===== src/rtl/lock_pkg.sv =====
// Shared encodings for the combination-lock sequencer: states, display modes, BCD limits.
package lock_pkg;

  localparam int         BCD_W   = 4;
  localparam logic [3:0] BCD_MAX = 4'd9;

  typedef enum logic [2:0] {
    ST_ENTER   = 3'd0,
    ST_OPEN    = 3'd1,
    ST_FAIL    = 3'd2,
    ST_LOCKOUT = 3'd3,
    ST_PROGRAM = 3'd4
  } state_t;

  localparam logic [2:0] MODE_DIGITS  = 3'd0;
  localparam logic [2:0] MODE_OPEN    = 3'd1;
  localparam logic [2:0] MODE_ERROR   = 3'd2;
  localparam logic [2:0] MODE_LOCKOUT = 3'd3;
  localparam logic [2:0] MODE_PROG    = 3'd4;

  function automatic logic [2:0] mode_of(input state_t s);
    case (s)
      ST_OPEN:    return MODE_OPEN;
      ST_FAIL:    return MODE_ERROR;
      ST_LOCKOUT: return MODE_LOCKOUT;
      ST_PROGRAM: return MODE_PROG;
      default:    return MODE_DIGITS;
    endcase
  endfunction

  // First digit lives in the most significant nibble of the packed code.
  function automatic logic [3:0] code_nib(input logic [31:0] code, input int ndig,
                                          input logic [2:0] idx);
    return 4'(code >> (BCD_W * (ndig - 1 - int'(idx))));
  endfunction

endpackage


===== src/rtl/lock_timer.sv =====
// Loadable down-counter; done is high while the count sits at zero.
module lock_timer #(
  parameter int W = 4
) (
  input  logic         clk,
  input  logic         reset,
  input  logic         load,
  input  logic [W-1:0] load_val,
  output logic         done
);

  logic [W-1:0] cnt;

  always_ff @(posedge clk or posedge reset) begin
    if (reset)          cnt <= '0;
    else if (load)      cnt <= load_val;
    else if (cnt != '0) cnt <= cnt - 1'b1;
  end

  assign done = (cnt == '0);

endmodule


===== src/rtl/lock_seq_ctrl.sv =====
// Combination-lock sequencer: digit entry, fail counting, timed lockout, display mode.
// Define LOCK_PROG_EN to build the PROGRAM state that rewrites the code from OPEN.
module lock_seq_ctrl
  import lock_pkg::*;
#(
  parameter int                 NDIGITS        = 6,
  parameter logic [4*NDIGITS-1:0] CODE         = 24'h305464,
  parameter int                 MAX_FAILS      = 3,
  parameter int                 LOCKOUT_CYCLES = 16
) (
  input  logic       clk,
  input  logic       reset,
  input  logic       digit_valid,
  input  logic [3:0] digit,
  input  logic       clear,
  input  logic       prog,
  output logic [2:0] disp_mode,
  output logic [3:0] disp_digit,
  output logic [2:0] digit_idx,
  output logic [1:0] fail_count,
  output logic       open,
  output logic       locked_out
);

  localparam int TW = (LOCKOUT_CYCLES > 2) ? $clog2(LOCKOUT_CYCLES) : 1;

  state_t      state, state_nx;
  logic [2:0]  idx_nx;
  logic [1:0]  fails_nx;
  logic [3:0]  ddig_nx;
  logic        mis, mis_nx, cur_mis;
  logic        tload, tdone;
  logic [31:0] code_ext;
  logic        last;

`ifdef LOCK_PROG_EN
  logic [4*NDIGITS-1:0] code_q, code_nx, stage_q, stage_nx;
  assign code_ext = 32'(code_q);
`else
  logic unused_prog;
  assign unused_prog = prog;
  assign code_ext    = 32'(CODE);
`endif

  assign last    = (digit_idx == 3'(NDIGITS - 1));
  assign cur_mis = (digit != code_nib(code_ext, NDIGITS, digit_idx)) || (digit > BCD_MAX);

  lock_timer #(.W(TW)) u_timer (
    .clk      (clk),
    .reset    (reset),
    .load     (tload),
    .load_val (TW'(LOCKOUT_CYCLES - 1)),
    .done     (tdone)
  );

  always_comb begin
    state_nx = state;
    idx_nx   = digit_idx;
    fails_nx = fail_count;
    mis_nx   = mis;
    ddig_nx  = disp_digit;
    tload    = 1'b0;
`ifdef LOCK_PROG_EN
    code_nx  = code_q;
    stage_nx = stage_q;
`endif
    case (state)
      ST_ENTER: begin
        if (clear) begin
          idx_nx = '0;
          mis_nx = 1'b0;
        end else if (digit_valid) begin
          ddig_nx = digit;
          if (last) begin
            idx_nx = '0;
            mis_nx = 1'b0;
            if (!(mis || cur_mis)) begin
              state_nx = ST_OPEN;
              fails_nx = '0;
            end else if (({1'b0, fail_count} + 3'd1) == 3'(MAX_FAILS)) begin
              state_nx = ST_LOCKOUT;
              tload    = 1'b1;
              fails_nx = 2'(MAX_FAILS);
            end else begin
              state_nx = ST_FAIL;
              fails_nx = fail_count + 2'd1;
            end
          end else begin
            idx_nx = digit_idx + 3'd1;
            mis_nx = mis | cur_mis;
          end
        end
      end
      ST_OPEN: begin
`ifdef LOCK_PROG_EN
        if (prog) begin
          state_nx = ST_PROGRAM;
          idx_nx   = '0;
          stage_nx = code_q;
        end else
`endif
        if (clear) state_nx = ST_ENTER;
      end
      ST_FAIL: if (clear) state_nx = ST_ENTER;
      ST_LOCKOUT: begin
        if (tdone) begin
          state_nx = ST_ENTER;
          fails_nx = '0;
        end
      end
`ifdef LOCK_PROG_EN
      // Writes go to a staging copy so an aborted program keeps the old code.
      ST_PROGRAM: begin
        if (clear) begin
          state_nx = ST_ENTER;
          idx_nx   = '0;
        end else if (digit_valid && digit <= BCD_MAX) begin
          stage_nx[BCD_W*(NDIGITS-1-int'(digit_idx)) +: BCD_W] = digit;
          ddig_nx = digit;
          if (last) begin
            code_nx  = stage_nx;
            state_nx = ST_ENTER;
            idx_nx   = '0;
          end else begin
            idx_nx = digit_idx + 3'd1;
          end
        end
      end
`endif
      default: state_nx = ST_ENTER;
    endcase
  end

  always_ff @(posedge clk or posedge reset) begin
    if (reset) begin
      state      <= ST_ENTER;
      digit_idx  <= '0;
      fail_count <= '0;
      mis        <= 1'b0;
      disp_digit <= '0;
      disp_mode  <= MODE_DIGITS;
      open       <= 1'b0;
      locked_out <= 1'b0;
`ifdef LOCK_PROG_EN
      code_q     <= CODE;
      stage_q    <= CODE;
`endif
    end else begin
      state      <= state_nx;
      digit_idx  <= idx_nx;
      fail_count <= fails_nx;
      mis        <= mis_nx;
      disp_digit <= ddig_nx;
      disp_mode  <= mode_of(state_nx);
      open       <= (state_nx == ST_OPEN);
      locked_out <= (state_nx == ST_LOCKOUT);
`ifdef LOCK_PROG_EN
      code_q     <= code_nx;
      stage_q    <= stage_nx;
`endif
    end
  end

endmodule


===== config.mk =====
export PLATFORM = sky130hd
export DESIGN_NAME = lock_seq_ctrl
export DESIGN_NICKNAME = d
export VERILOG_FILES = /design/src/rtl/lock_pkg.sv /design/src/rtl/lock_timer.sv /design/src/rtl/lock_seq_ctrl.sv
export SDC_FILE = /design/constraint.sdc
export NUM_CORES = 1
export LEC_CHECK = 0
export CAP_MARGIN = 20
export CORE_MARGIN = 8
export CORE_UTILIZATION = 40
export CTS_BUF_LIST = sky130_fd_sc_hd__clkbuf_8
export DETAILED_ROUTE_END_ITERATION = 8
export GPL_TIMING_DRIVEN = 0
export HOLD_SLACK_MARGIN = 0.06
export PLACE_DENSITY = 0.77
export SETUP_SLACK_MARGIN = 0.15
export SLEW_MARGIN = 20
export SYNTH_ARGS = -nofsm -noshare
export SYNTH_HDL_FRONTEND = slang
export SYNTH_HIERARCHICAL = 1
export SYNTH_SLANG_ARGS = --single-unit

===== constraint.sdc =====
create_clock -name clk -period 2.99 [get_ports clk]
set_input_delay 0.598 -clock clk [delete_from_list [all_inputs] [get_ports clk]]
set_output_delay 0.598 -clock clk [all_outputs]
set_load 0.05 [all_outputs]

==> flow_summary.yaml <==
cells_and_area:
  layout-drive-gt1-share_pct: 10.1
  instances_no_fill: 170
  syn_to_final_growth_pct: 29.2
  num_antenna_cells: 0
  final_cell_area_sq_um: 1480
  finalNetCount: 154
  final_common_cell: "dfrtp_1"
  n_fill_cell: 246
  final_cell_mix: "dfrtp_1 (22), clkdlybuf4s50_1 (21), nand2_1 (13)"
floorplanning:
  die_height_microns: 69.6
  die_w_microns: 69.6
  fp.coreArea_sq_um: 2730
  num_rows: 19
  die_area_sq_um: 4840
  io_pins: 23
  initial_core_util_pct: 42.0
grt:
  grtUsageTotal_pct: 10.2
  grt_max_degree: 19
  grt_pass1_wl_microns: 4060
  grt.overflow.total: 0
  antenna_found_initial: 0
  grt_pass1_vias: 908
detailed_routing:
  postRouteAntennaNets: 0
  routed_via_density: 5.09
  finalWirelength_microns: 2390
  drtIter0Drc: 36
  dr.pass1.iters: 4
  vias: 866
  wl_per_cell_microns: 14.0
  drc: 0
setup_path:
  worst-setup-path-type: "input pin to register"
  crit_chain: "clkdlybuf4s50_1 > nand4b_1 > nor2_1 > o21ai_1 > nor2_1 > clkbuf_1 > nor3_1 > a221o_1"
  cp-start-kind: "input pin"
  critPathSlowestCell: "clkdlybuf4s50_1"
  endpoint_kind: "register"
  crit_buf_inv: 2
  critical_path.top_delay_family: "buffers and inverters"
  slowest_delay_ns: 0.49
  cp_max_fo: 8
  worstPathArrival_ns: 2.61
  cpMostUsedCell: "nor2_1"
  critPathRequiredTime_ns: 3.14
clock_network:
  path_clk_slew_ns: 0.08
  cts_buffers: 3
  cts.path.max_buffers: 2
  cts_sinks: 22
  ctsResizeCount: 0
  htreeDepth: 1
  post_cts_buffers: 0
  cts_root_buf: "clkbuf_8"
  clock_latency_ns: 0.26
  tritoncts: "done"
  cts_hold_buffers: 0
timing:
  rsz0062_at_grt: "no"
  skew_ns: 0.00134
  finalSetupViolations: 0
  setup_tns_ns: 0
  fin_crit_ns: 2.46
  finalHoldViolations: 0
  maxSlewViolCount: 0
  timing.fmax_mhz: 406
  tightest_slew_ns: 0.691
  slew_headroom_pct: 53.9
  fin_crit_sh_pct: 82.3
pwr:
  vdd.ir_drop.worst_v: 0.000397
  power_frac_clock_pct: 29.5
  p_per_area_nw_per_um2: 639
  swShare_pct: 30.5
  seqPwrFrac_pct: 39.9
  leakage_nw: 0.678
  finalPower_w: 0.000948
  p_comb_share_pct: 30.6
  power.switching_w: 0.000289
  internal_power_w: 0.000659
outcome:
  status: "finished, final reports clean"
placed_design:
  io_buffers: 21
  placed_cell_area_sq_um: 1410
  place_hpwl_microns: 1900
  placedCellCount: 166
  routabilityCongestion: 0.791
yosys:
  ys_seq_area_share_pct: 47.9
  synth_area_leader_cell: "dfrtp_1"
  synth.avg_cell_area_sq_um: 10.4
  netlist_area_sq_um: 1150
  yosys_warnings: 6
  synth_top_area_share_pct: 47.9
  yosys-top-cells-area: "dfrtp_1 (48%), ha_1 (5.4%), mux2_4 (5.2%), o21ai_0 (4.4%), nand2_1 (4.2%)"
  ys_ff_latch: 22
  synth_cell_types: 38
  netlist_instances: 110
min_path:
  hold_path.class: "register to register"
job:
  cap_violations: 0
[cell usage after synthesis, drive strengths merged]
master	n
dfrtp	22
clkbuf	1
o32ai	3
a221o	1
nand4	1
nor2	5
nor3b	2
o21ai	11
nor3	5
mux2i	2
a22o	1
ha	5
conb	2
a31oi	1
o211a	1
or2	2
nand4b	1
and3b	1
xor2	2
mux2	6
inv	7
nand2b	3
buf	2
nor4bb	1
nand2	13
and2	1
a211oi	1
or3	2
nand3b	1
a21oi	1
xnor2	1
nor4	1
o21bai	1
[cell type report]
| type | count | area (sq um) | area share, % |
|---|---|---|---|
| Clock buffer | 3 | 41.3 | 2.78 |
| Inverter | 7 | 26.3 | 1.77 |
| Tap cell | 31 | 38.8 | 2.61 |
| Buffer | 3 | 20.0 | 1.35 |
| Clock inverter | 1 | 30.0 | 2.02 |
| Multi-Input combinational cell | 82 | 567 | 38.2 |
| Sequential cell | 22 | 551 | 37.1 |
| Timing Repair Buffer | 21 | 210 | 14.2 |
[state kept, by name, indices dropped and copies added, names as in the netlist]
register     flops
digit_idx        3
disp_digit       4
disp_mode        3
fail_count       2
locked_out       1
mis              1
open             1
state            3
u_timer/cnt      4
[kinds of logic (layout without fill, tap and decap cells)]
logic type                 Yosys count  count (layout)  share of synthesized area, %
AOI/OAI and AO/OA                   21              21                          11.9
xor gates and xnor gates             3               3                          2.29
adders and majority gates            5               5                          5.45
buffers and inverters               10              35                          4.03
DFF                                 22              22                          47.9
muxes                                8               8                          8.93
other                                2               6                         0.654
and+or+nand+nor                     39              39                          18.8
[per-stage QoR]
stage	setup WS, ns	utilization, %	hold slack (ns)
floorplan	0.701	-	0.364
global placement	0.354	51.7	0.468
detailed placement	0.311	51.7	0.477
CTS	0.572	54.3	0.498
global route	0.386	54.3	0.525
finish	0.529	54.3	0.495
[power groups by stage]
stage | Sequential (W) | Combinational [W] | Clock (W)
after floorplan | 0.000430 | 0.000167 | 0
after global placement | 0.000382 | 0.000279 | 0
after detailed placement | 0.000386 | 0.000293 | 0
after CTS | 0.000380 | 0.000295 | 0.000284
after global routing | 0.000385 | 0.000321 | 0.000300
final | 0.000378 | 0.000291 | 0.000280
[routing by layer]
| layer | part of all wire (%) | up-vias | global-route usage (%) | routed length, microns |
|---|---|---|---|---|
| met5 | 0 | - | 0 | 0 |
| met4 | 1.3 | 0 | 4.10 | 30 |
| met3 | 4.7 | 4 | 2.72 | 112 |
| met2 | 51 | 18 | 18.8 | 1230 |
| met1 | 43 | 409 | 10.7 | 1020 |
| li1 | - | 435 | - | - |
[path summary, 6_finish.rpt]
kind                                   start             end  slack (ns)  cells past startpoint
min in group asynchronous              reset  u_timer/cnt[0]        0.54                      2
worst max register to register  digit_idx[1]  u_timer/cnt[3]        0.68                      8
worst min-delay path                     mis             mis        0.49                      2
worst min register to register           mis             mis        0.49                      2
worst max-delay path                   clear  u_timer/cnt[3]        0.53                      8
max in group asynchronous              reset   fail_count[0]        1.79                      2
[worst reg2reg max path: cells and delay by family, from the launching register on]
| family | cells | cell delay, ns |
|---|---|---|
| compound gates | 2 | 0.55 |
| flops | 1 | 0.44 |
| simple gates | 3 | 0.39 |
| xor+xnor | 1 | 0.33 |
| buf+inv | 1 | 0.27 |
| fa+ha+maj | 1 | 0.23 |
Note: power is estimated with default switching activity, not from simulation.
